==> src/rtl/logic_unit_pipe_if.sv <==
`default_nettype none
// ============================================================================
// Module   : logic_unit_pipe_if
// Brief    : Operand/result handshake bundle for the pipelined logic unit.
// Revision : 1.0 - initial release
// ============================================================================
interface logic_unit_pipe_if #(
    parameter int WIDTH = 32
);
    logic             in_valid;
    logic             in_ready;
    logic [2:0]       op;
    logic [WIDTH-1:0] a;
    logic [WIDTH-1:0] b;
    logic             clr;
    logic             out_valid;
    logic             out_ready;
    logic [WIDTH-1:0] y;
    logic             zero;
    logic             ones;
    logic             parity;
    logic [WIDTH-1:0] acc;

    modport master (
        output in_valid, op, a, b, clr, out_ready,
        input  in_ready, out_valid, y, zero, ones, parity, acc
    );

    modport slave (
        input  in_valid, op, a, b, clr, out_ready,
        output in_ready, out_valid, y, zero, ones, parity, acc
    );
endinterface
`default_nettype wire

==> src/rtl/logic_unit_pipe.sv <==
`default_nettype none
// ============================================================================
// Module   : logic_unit_pipe
// Brief    : Two-stage bitwise logic unit with XOR accumulator, result flags
//            and valid/ready flow control on both sides.
// Revision : 1.0 - initial release
// ============================================================================
module logic_unit_pipe #(
    parameter int               WIDTH    = 32,
    parameter logic [WIDTH-1:0] ACC_INIT = '0
) (
    input wire              clk,
    input wire              rst_n,
    logic_unit_pipe_if.slave bus
);
    localparam logic [2:0] c_op_and     = 3'b000;
    localparam logic [2:0] c_op_or      = 3'b001;
    localparam logic [2:0] c_op_nor     = 3'b010;
    localparam logic [2:0] c_op_inv     = 3'b011;
    localparam logic [2:0] c_op_xor     = 3'b100;
    localparam logic [2:0] c_op_nand    = 3'b101;
    localparam logic [2:0] c_op_acc_ld  = 3'b110;
    localparam logic [2:0] c_op_acc_xor = 3'b111;

    logic             r_s1_valid;
    logic [WIDTH-1:0] r_s1_result;
    logic             r_s2_valid;
    logic [WIDTH-1:0] r_y;
    logic             r_zero;
    logic             r_ones;
    logic             r_parity;
    logic [WIDTH-1:0] r_acc;

    logic             w_s2_load;
    logic             w_s1_load;
    logic             w_accept;
    logic [WIDTH-1:0] w_result;

    // A stage may advance when it is empty or its successor is taking its
    // contents; this chains the stall back from out_ready to in_ready.
    assign w_s2_load = !r_s2_valid || bus.out_ready;
    assign w_s1_load = !r_s1_valid || w_s2_load;
    assign w_accept  = bus.in_valid && w_s1_load;

    always_comb begin
        w_result = '0;
        case (bus.op)
            c_op_and:     w_result = bus.a & bus.b;
            c_op_or:      w_result = bus.a | bus.b;
            c_op_nor:     w_result = ~(bus.a | bus.b);
            c_op_inv:     w_result = ~bus.a;
            c_op_xor:     w_result = bus.a ^ bus.b;
            c_op_nand:    w_result = ~(bus.a & bus.b);
            c_op_acc_ld:  w_result = bus.a;
            c_op_acc_xor: w_result = bus.a ^ r_acc;
            default:      w_result = '0;
        endcase
    end

    // Clear takes priority over an accumulator op accepted in the same cycle;
    // that op's result has already been formed from the pre-clear value.
    always_ff @(posedge clk or negedge rst_n) begin
        if (!rst_n) begin
            r_acc <= ACC_INIT;
        end else if (bus.clr) begin
            r_acc <= ACC_INIT;
        end else if (w_accept && (bus.op == c_op_acc_ld || bus.op == c_op_acc_xor)) begin
            r_acc <= w_result;
        end
    end

    always_ff @(posedge clk or negedge rst_n) begin
        if (!rst_n) begin
            r_s1_valid  <= 1'b0;
            r_s1_result <= '0;
        end else if (w_s1_load) begin
            r_s1_valid <= w_accept;
            if (w_accept) begin
                r_s1_result <= w_result;
            end
        end
    end

    // On a bubble only the valid drops; Y and flags keep their last value.
    always_ff @(posedge clk or negedge rst_n) begin
        if (!rst_n) begin
            r_s2_valid <= 1'b0;
            r_y        <= '0;
            r_zero     <= 1'b0;
            r_ones     <= 1'b0;
            r_parity   <= 1'b0;
        end else if (w_s2_load) begin
            r_s2_valid <= r_s1_valid;
            if (r_s1_valid) begin
                r_y      <= r_s1_result;
                r_zero   <= (r_s1_result == '0);
                r_ones   <= &r_s1_result;
                r_parity <= ^r_s1_result;
            end
        end
    end

    assign bus.in_ready  = w_s1_load;
    assign bus.out_valid = r_s2_valid;
    assign bus.y         = r_y;
    assign bus.zero      = r_zero;
    assign bus.ones      = r_ones;
    assign bus.parity    = r_parity;
    assign bus.acc       = r_acc;
endmodule
`default_nettype wire

==> src/flat_wrapper.sv <==
// flat-port wrapper written by rule: the top's interface ports become plain ports
module logic_unit_pipe_flat 
#(
    parameter int               WIDTH    = 32,
    parameter logic [WIDTH-1:0] ACC_INIT = '0
)
  (clk, rst_n, bus_in_valid, bus_op, bus_a, bus_b, bus_clr, bus_out_ready, bus_in_ready, bus_out_valid, bus_y, bus_zero, bus_ones, bus_parity, bus_acc);
  logic_unit_pipe_if #(.WIDTH(WIDTH)) bus_i ();
  input wire clk;
  input wire rst_n;
  input wire logic [$bits(bus_i.in_valid)-1:0] bus_in_valid;
  input wire logic [$bits(bus_i.op)-1:0] bus_op;
  input wire logic [$bits(bus_i.a)-1:0] bus_a;
  input wire logic [$bits(bus_i.b)-1:0] bus_b;
  input wire logic [$bits(bus_i.clr)-1:0] bus_clr;
  input wire logic [$bits(bus_i.out_ready)-1:0] bus_out_ready;
  output wire logic [$bits(bus_i.in_ready)-1:0] bus_in_ready;
  output wire logic [$bits(bus_i.out_valid)-1:0] bus_out_valid;
  output wire logic [$bits(bus_i.y)-1:0] bus_y;
  output wire logic [$bits(bus_i.zero)-1:0] bus_zero;
  output wire logic [$bits(bus_i.ones)-1:0] bus_ones;
  output wire logic [$bits(bus_i.parity)-1:0] bus_parity;
  output wire logic [$bits(bus_i.acc)-1:0] bus_acc;
  assign bus_i.in_valid = bus_in_valid;
  assign bus_i.op = bus_op;
  assign bus_i.a = bus_a;
  assign bus_i.b = bus_b;
  assign bus_i.clr = bus_clr;
  assign bus_i.out_ready = bus_out_ready;
  assign bus_in_ready = bus_i.in_ready;
  assign bus_out_valid = bus_i.out_valid;
  assign bus_y = bus_i.y;
  assign bus_zero = bus_i.zero;
  assign bus_ones = bus_i.ones;
  assign bus_parity = bus_i.parity;
  assign bus_acc = bus_i.acc;
  logic_unit_pipe #(.WIDTH(WIDTH), .ACC_INIT(ACC_INIT)) u_core (.clk(clk), .rst_n(rst_n), .bus(bus_i));
endmodule
==> config.mk <==
export PLATFORM = sky130hd
export DESIGN_NAME = logic_unit_pipe_flat
export DESIGN_NICKNAME = d
export VERILOG_FILES = /design/src/rtl/logic_unit_pipe_if.sv /design/src/rtl/logic_unit_pipe.sv /design/src/flat_wrapper.sv
export SDC_FILE = /design/constraint.sdc
export NUM_CORES = 1
export LEC_CHECK = 0
export ABC_AREA = 0
export CAP_MARGIN = 0
export CORE_ASPECT_RATIO = 0.8
export CORE_MARGIN = 2
export CORE_UTILIZATION = 52
export CTS_CLUSTER_SIZE = 24
export DETAILED_ROUTE_END_ITERATION = 8
export GPL_ROUTABILITY_DRIVEN = 0
export GPL_TIMING_DRIVEN = 0
export PLACE_DENSITY = 0.8
export SYNTH_ARGS = -nofsm -noshare
export SYNTH_HDL_FRONTEND = slang
export SYNTH_SLANG_ARGS = --single-unit
==> constraint.sdc <==
create_clock -name clk -period 1.95 [get_ports clk]
set_input_delay 0.2925 -clock clk [delete_from_list [all_inputs] [get_ports clk]]
set_output_delay 0.2925 -clock clk [all_outputs]
set_load 0.01 [all_outputs]
Word-level counts from Yosys, hierarchy flattened
Index checks and enable logic that the tools add are counted.
{"block": "op_classes", "eq_ne": 7, "reduce_logical": 14, "n_mux": 3, "bitwise_logic": 7}
{"operator": "$pmux W32 S8", "count": 1}
{"operator": "$not A32 Y32", "count": 3}
{"operator": "$mux W32", "count": 2}
{"operator": "$xor A32 B32 Y32", "count": 2}
{"operator": "$and A32 B32 Y32", "count": 1}
{"operator": "$logic_not A32 Y1", "count": 1}
{"operator": "$or A32 B32 Y32", "count": 1}
{"operator": "$reduce_and A32 Y1", "count": 1}
{"operator": "$reduce_xor A32 Y1", "count": 1}
{"operator": "$eq A3 B3 Y1 const B", "count": 4}
{"operator": "$eq A3 B2 Y1 const B", "count": 2}
{"operator": "$reduce_and A2 Y1", "count": 2}
{"operator": "$eq A3 B1 Y1 const B", "count": 1}
{"operator": "$logic_not A3 Y1", "count": 1}
{"operator": "$logic_or A1 B1 Y1", "count": 3}
{"operator": "$logic_and A1 B1 Y1", "count": 2}
{"operator": "$logic_not A1 Y1", "count": 2}
{"operator": "$reduce_bool A2 Y1", "count": 1}
{"block": "totals", "reg_bits": 101, "wordCells": 39, "out_inout_bits": 69, "inputBits": 72}

Longest topological paths before layout
Gate-level depths: netlist (run 1).
{"block": "depth", "ltp_word": 7, "mapped_depth": 8, "depth_no_buf": 7}

Worst setup path after synthesis (run 1)
Ideal clock, no wire load.
{"block": "synth_path", "path_type": "input port to flip-flop", "start": "input port bus_op[1]", "end": "register u_core.r_s1_result[0]", "setup_time_ps": 125, "n_path_buf": 3, "path_stages": 7, "path_slack_ps": 277, "t_required_ps": 1825, "arrival_ps": 1549, "cell_sequence": "buf_6 -> or3_1 -> buf_6 -> buf_6 -> o22a_1 -> o211a_1 -> mux2_2"}
{"block": "synth_via", "elab_chain_len": 2, "elab_cells_between_ends": 9}
{"item": "start: declaration", "line": "flat_wrapper.sv:12", "source": "input wire logic [$bits(bus_i.op)-1:0] bus_op;"}
{"item": "$eq A3 B3 Y1, or another cell as far along", "line": "logic_unit_pipe.sv:47", "source": "case (bus.op)"}
{"item": "$pmux W32 S8 (*)", "line": "logic_unit_pipe.sv:47"}
{"item": "end signal: assignment", "line": "logic_unit_pipe.sv:79", "source": "r_s1_result <= w_result;"}
{"item": "end: declaration", "line": "logic_unit_pipe.sv:26", "source": "logic [WIDTH-1:0] r_s1_result;"}
Mark *: on every way between the ends. The rest lies on a longest branch, timed or not.
A chain may end at the register's enable or synchronous reset.

Worst setup path in the final report (run 1)
{"block": "layout_path", "start": "input port bus_op[0]", "end": "register u_core.r_s1_result[16]"}
The elaborated chain is that of the path after synthesis.

==> run_results.csv, run 1 <==
group,metric,value,unit
sta,setup_viol,0,
cts,cts_buffer_depth,2,
yosys,synth_edf_count,0,
sta,slew_violations,0,
drt,drt-pass1-iter-count,5,
power,combPwrFrac,36.9,%
worst_setup_path,rr_worst_depth,7,
min_path,hold_path_end,"u_core.bus.zero",
place,dp.cells,1061,
power,sw_frac_of_total,32.5,%
worst_setup_path,cp_slowest_cell,"clkdlybuf4s50_1",
yosys,yosys_most_used_dff,"dfrtp_1",
grt,grt_pass1_vias,6471,
min_path,hp-start,"u_core.bus.zero",
power,p_per_area,845,nW/um2
worst_setup_path,worstPathMaxFanout,10,
die,dieWidth,131,um
sta,timing.final.ws_setup,0.0495,ns
power,p_sw,0.00240,W
cts,insertion_delay,0.35,ns
yosys,ys_ff_latch,101,
power,p_total,0.00737,W
power,p_seq_share,36.6,%
worst_setup_path,regToRegStartpoint,"u_core.bus.out_valid",
power,power_frac_clock,26.5,%
yosys,yosysWarnings,0,
yosys,yosys-top-cells-count,"133 x nand2_1, 101 x dfrtp_1, 67 x o21ai_0, 64 x a21oi_1, 47 x clkbuf_1",
power,p_int,0.00497,W
sta,fmax,526,MHz
cts,cts_tree,"yes",
worst_setup_path,cp-end-kind,"register",
yosys,yosysUniqueCellTypes,26,
yosys,synth_area,6660,um2
place,dpl_worst_slack,-0.621,ns
finish,syn2layout_area_growth,31.0,%
sta,period_share,97.5,%
grt,gr-total-overflow,0,
grt,grt_pass1_wl,33300,um
finish,final_util,70.7,%
worst_setup_path,start_kind,"primary input",
finish,drive_gt1_share,10.9,%
place,io_buffers,140,
drt,wl_per_cell,19.8,um
power,leakagePower,3.93,nW
finish,fin_nets,1009,
worst_setup_path,max_stage_delay,0.46,ns
cts,clk_pin_slew,0.07,ns
finish,finalNonFillerCells,1081,
die,rows,36,
die,ios,141,
worst_setup_path,cp_data_required_time,2.19,ns
yosys,synth_nets,853,
cts,cts-buffers-inserted,9,
place,hpwlAfterDp,16000,um
grt,grt_max_degree,56,
drt,drtIter0Drc,716,
worst_setup_path,worstPathCellList,"clkdlybuf4s50_1 > buf_2 > clkbuf_4 > a21boi_0 > o22ai_1 > o211a_1 > mux2_2",
die,dieArea,13700,um2
yosys,yosysTopAreaCell,"dfrtp_1",
finish,fillers,937,
drt,antenna_left,0,
sta,skew,0.00749,ns
worst_setup_path,crit_type,"primary input to register",
sta,slew_headroom,58.9,%
yosys,yosysMostFrequentCell,"nand2_1",
die,core,12300,um2
yosys,syn_inst,749,
drt,vias,6785,
cts,cts.sinks,101,
drt,via_per_inst,6.28,
die,start_util,54.0,%
worst_setup_path,rrSetupSlack,0.19,ns
sta,timing.setup.tns,0,ns
job,maxCapViolCount,0,
sta,tightest_slew,0.617,ns
yosys,synth.avg_cell_area,8.89,um2
sta,hold_viol_final,0,
drt,remaining_drc_errors,0,
yosys,yosys-top-cells-area,"dfrtp_1 38%, nand2_1 7.5%, ha_1 6.0%",
finish,diodes,0,
status,outcome,"complete, no violations",
yosys,synth.yosys.seq_area_share,38.0,%
cts,cts_root_buffer,"clkbuf_16",
die,die_y,105,um
min_path,whs_path_depth,2,
power,ir_worst_vdd,0.000545,V
worst_setup_path,worstPathArrival,2.14,ns
drt,routed_wl,21400,um
grt,antenna_found_initial,0,
grt,grt_usage,31.0,%
sta,period_needed,1.90,ns
min_path,hp-class,"register to register",
cts,htreeDepth,3,
yosys,synth.top_cell.area_share,38.0,%
yosys,ys_async_sr_fraction,100,%
worst_setup_path,rr_endpoint,"u_core.bus.acc[8]",
[flip-flops by register name, summed over array words and instances (netlist names)]
name                  cells
u_core.bus.y             32
u_core.bus.zero           1
u_core.bus.out_valid      1
u_core.r_s1_result       32
u_core.r_s1_valid         1
u_core.bus.acc           32
u_core.bus.parity         1
u_core.bus.ones           1
[stage by stage]
stage | hold slack, ns | cell area [um2]
5_1_grt | 0.518 | 8720
2_1_floorplan | -0.00309 | 6660
6_report | 0.480 | 8720
3_3_place_gp | 0.464 | 8270
3_5_place_dp | 0.349 | 8300
4_1_cts | 0.485 | 8660
[worst max path at each step]
stage	cells past startpoint	slack (ns)	from	to
floorplan	7	0.28	bus_op[1]	u_core.r_s1_result[0]
global placement	1	-3.06	rst_n	u_core.bus.acc[12]
detailed placement	6	-0.62	bus_op[2]	u_core.r_s1_result[21]
CTS	7	0.0003	bus_op[2]	u_core.r_s1_result[21]
global route	7	-0.05	bus_op[0]	u_core.r_s1_result[8]
finish	7	0.05	bus_op[0]	u_core.r_s1_result[16]
[timing repair]
action	CTS	global route
gates resized for setup	32	54
cloned	0	1
pin swaps	0	1
hold buffers	1	0
endpoints found under the hold margin	46	0
buffers inserted	0	2
endpoints found under the setup margin	63	63
[cells by family after synthesis]
family | Yosys count | synth area share (%)
adders and majority gates | 32 | 6.01
muxes | 32 | 5.41
and+or+nand+nor | 183 | 13.5
DFF | 101 | 38.0
buffers and inverters | 95 | 6.05
AOI/OAI and AO/OA | 291 | 29.1
xor gates and xnor gates | 15 | 1.97
[layer usage]
layer	global-route usage (%)	wire length, um	up-vias
met5	0	0	-
met4	12.3	739	0
met1	43.5	8880	3275
met3	7.21	2240	67
met2	46.2	9560	455
li1	-	-	2988
[critical path, delay by kind of cell]
| kind | cells | cell delay (ns) |
|---|---|---|
| buffers and inverters | 3 | 0.89 |
| AOI/OAI and AO/OA | 3 | 0.67 |
| muxes | 1 | 0.28 |
[layout by cell type, fill, tap and decap left out, drive strengths merged]
cell,count
o211a,32
or3,1
dfrtp,101
o22ai,32
or4,2
ha,32
nand4,9
a21oi,64
and3b,32
nand3b,1
nor3b,1
clkbuf,57
xor2,2
o21ai,67
dlymetal6s2s,2
and4,1
dlygate4sd3,1
mux2,32
o22a,32
clkdlybuf4s50,137
o21bai,32
xnor2,13
a21boi,32
nand2b,3
nand2,133
buf,21
bufinv,2
inv,34
clkinv,2
[layout make-up]
type / instances / area [um2] / area share, %
inverters: 33 / 124 / 1.42
multi-input cells: 553 / 3740 / 42.9
repair buffers: 145 / 1460 / 16.8
flip-flops and latches: 101 / 2530 / 29.0
plain buffers: 62 / 338 / 3.87
clock buffers: 11 / 233 / 2.67
clock inverters: 5 / 82.6 / 0.947
well taps: 171 / 214 / 2.45
[power groups by stage]
stage / registers (W) / logic, W / clock network (W)
after floorplan: 0.00277 / 0.00149 / 0
after global placement: 0.00271 / 0.00256 / 0
after detailed placement: 0.00273 / 0.00266 / 0
after CTS: 0.00269 / 0.00269 / 0.00197
after global routing: 0.00274 / 0.00293 / 0.00205
final: 0.00270 / 0.00272 / 0.00196
Note: power is estimated with default switching activity, not from simulation.
==> inputs of run 2 (changes only) <==
--- a/config.mk
+++ b/config.mk
@@ -9,12 +9,12 @@
 export CAP_MARGIN = 0
 export CORE_ASPECT_RATIO = 0.8
 export CORE_MARGIN = 2
-export CORE_UTILIZATION = 52
+export CORE_UTILIZATION = 47
 export CTS_CLUSTER_SIZE = 24
 export DETAILED_ROUTE_END_ITERATION = 8
 export GPL_ROUTABILITY_DRIVEN = 0
 export GPL_TIMING_DRIVEN = 0
-export PLACE_DENSITY = 0.8
+export PLACE_DENSITY = 0.77
 export SYNTH_ARGS = -nofsm -noshare
 export SYNTH_HDL_FRONTEND = slang
 export SYNTH_SLANG_ARGS = --single-unit
==> constraint.sdc (replaced) <==
create_clock -name clk -period 1.5 [get_ports clk]
set_input_delay 0.225 -clock clk [delete_from_list [all_inputs] [get_ports clk]]
set_output_delay 0.225 -clock clk [all_outputs]
set_load 0.01 [all_outputs]
==> run_results.csv, run 2 (synthesis results as in run 1) <==
group,metric,value,unit
status,outcome,"finished with violations",
status,violations,"setup timing",
worst_setup_path,worstPathArrival,1.84,ns
drt,drtIter0Drc,568,
power,p_seq_share,34.8,%
die,start_util,48.6,%
power,ir_worst_vdd,0.000726,V
min_path,hp-class,"primary input to async pin",
worst_setup_path,rrSetupSlack,-0.12,ns
grt,gr-total-overflow,0,
worst_setup_path,start_kind,"register",
sta,setup_viol,3,
cts,clk_pin_slew,0.07,ns
sta,slew_headroom,60.5,%
sta,hold_viol_final,0,
cts,cts_buffer_depth,2,
cts,htreeDepth,3,
finish,fin_nets,1040,
finish,drive_gt1_share,20.7,%
job,maxCapViolCount,0,
worst_setup_path,regToRegStartpoint,"u_core.r_s1_result[3]",
sta,timing.final.ws_setup,-0.120,ns
finish,syn2layout_area_growth,40.3,%
drt,drt-pass1-iter-count,5,
place,hpwlAfterDp,15300,um
die,core,13700,um2
die,dieWidth,137,um
drt,routed_wl,22000,um
die,ios,141,
worst_setup_path,cp_data_required_time,1.72,ns
cts,insertion_delay,0.35,ns
cts,cts.sinks,101,
finish,final_util,68.2,%
drt,vias,6749,
grt,grt_pass1_wl,34100,um
die,rows,38,
sta,grt_setup_unrepaired,"yes",
power,leakagePower,4.54,nW
power,combPwrFrac,42.7,%
cts,cts-buffers-inserted,9,
grt,grt_usage,28.4,%
worst_setup_path,cp-end-kind,"register",
power,p_per_area,1070,nW/um2
power,p_sw,0.00339,W
worst_setup_path,rr_endpoint,"u_core.bus.parity",
finish,finalNonFillerCells,1121,
cts,cts_root_buffer,"clkbuf_16",
drt,remaining_drc_errors,0,
worst_setup_path,crit_type,"register to register",
grt,antenna_found_initial,0,
grt,grt_max_degree,72,
worst_setup_path,rr_worst_depth,7,
power,p_int,0.00665,W
worst_setup_path,worstPathMaxFanout,3,
sta,skew,0.00550,ns
drt,antenna_left,0,
place,io_buffers,140,
die,die_y,110,um
die,dieArea,15100,um2
finish,layout_commonest_cell,"nand2_1",
finish,diodes,0,
drt,wl_per_cell,19.6,um
cts,cts_tree,"yes",
place,place_area,8320,um2
place,dpl_worst_slack,-0.963,ns
power,sw_frac_of_total,33.8,%
sta,timing.setup.tns,-0.225,ns
grt,grt_pass1_vias,6278,
sta,fmax,617,MHz
sta,period_needed,1.62,ns
finish,final_area,9340,um2
finish,final_cell_mix,"132 x nand2_1, 101 x dfrtp_1, 85 x clkdlybuf4s50_1, 65 x o21ai_0, 64 x a21oi_1",
sta,tightest_slew,0.592,ns
sta,period_share,108,%
sta,slew_violations,0,
drt,via_per_inst,6.02,
place,dp.cells,1070,
power,power_frac_clock,22.6,%
[run 2: cell types whose count changed in the layout (fill, tap and decap cells not counted), sizes merged]
cell and change:
clkdlybuf4s50 -52, buf +36, clkbuf -2, clkinv +1, clkinvlp +1, dlygate4sd2 +28, dlymetal6s2s +21, bufinv -2
[run 2: worst max-delay path by stage]
stage | slack (ns) | cells past startpoint | start | to
2_1_floorplan | -0.07 | 7 | bus_op[1] | u_core.r_s1_result[0]
3_3_place_gp | -3.59 | 1 | rst_n | u_core.r_s1_result[8]
3_5_place_dp | -0.96 | 6 | bus_op[2] | u_core.r_s1_result[21]
4_1_cts | -0.07 | 7 | u_core.r_s1_result[27] | u_core.bus.parity
5_1_grt | -0.20 | 7 | u_core.r_s1_result[19] | u_core.bus.parity
6_report | -0.12 | 7 | u_core.r_s1_result[3] | u_core.bus.parity
[run 2: repair_timing]
| action | 4_1_cts | 5_1_grt |
|---|---|---|
| setup endpoints to repair | 93 | 94 |
| gates resized for setup | 123 | 122 |
| pin swaps | 16 | 18 |
| gates cloned | 1 | 1 |
| hold buffers | 1 | 0 |
| hold endpoints to repair | 30 | 0 |
| setup buffers | 27 | 7 |
[run 2: critical path, cell delays in order (launching register included)]
cell and delay, ns:
dfrtp_1 0.42, inv_2 0.10, ha_4 0.20, xnor2_2 0.21, xnor2_1 0.18, xnor2_1 0.16, xnor2_1 0.13, o21ai_1 0.08
[run 2: area by class of cell]
class	count	area (um2)
fill	1086	4350
multi-input combinational	553	4040
sequential	101	2530
timing repair buffer	178	1740
buffer	60	413
clock buffer	11	243
tap	180	225
inverter	33	124
clock inverter	5	35.0
[run 2: per-stage QoR]
step / power (W) / hold WS (ns)
2_1_floorplan: 0.00554 / -0.0706
3_3_place_gp: 0.00687 / 0.464
3_5_place_dp: 0.00696 / 0.190
4_1_cts: 0.00964 / 0.375
5_1_grt: 0.0106 / 0.387
6_report: 0.0100 / 0.356
[run 2: metal layers]
layer	share of wire (%)	global-route usage, %	wire length [um]
met1	44	42.7	9710
met5	0	0	0
met3	8.9	5.14	1960
met2	44	41.4	9700
met4	2.8	8.38	625
[run 2: power groups by stage]
| stage | clock [W] | combinational, W | sequential, W |
|---|---|---|---|
| after global routing | 0.00239 | 0.00464 | 0.00354 |
| after CTS | 0.00227 | 0.00390 | 0.00347 |
| after global placement | 0 | 0.00334 | 0.00354 |
| after floorplan | 0 | 0.00194 | 0.00360 |
| final | 0.00227 | 0.00429 | 0.00349 |
| after detailed placement | 0 | 0.00341 | 0.00355 |
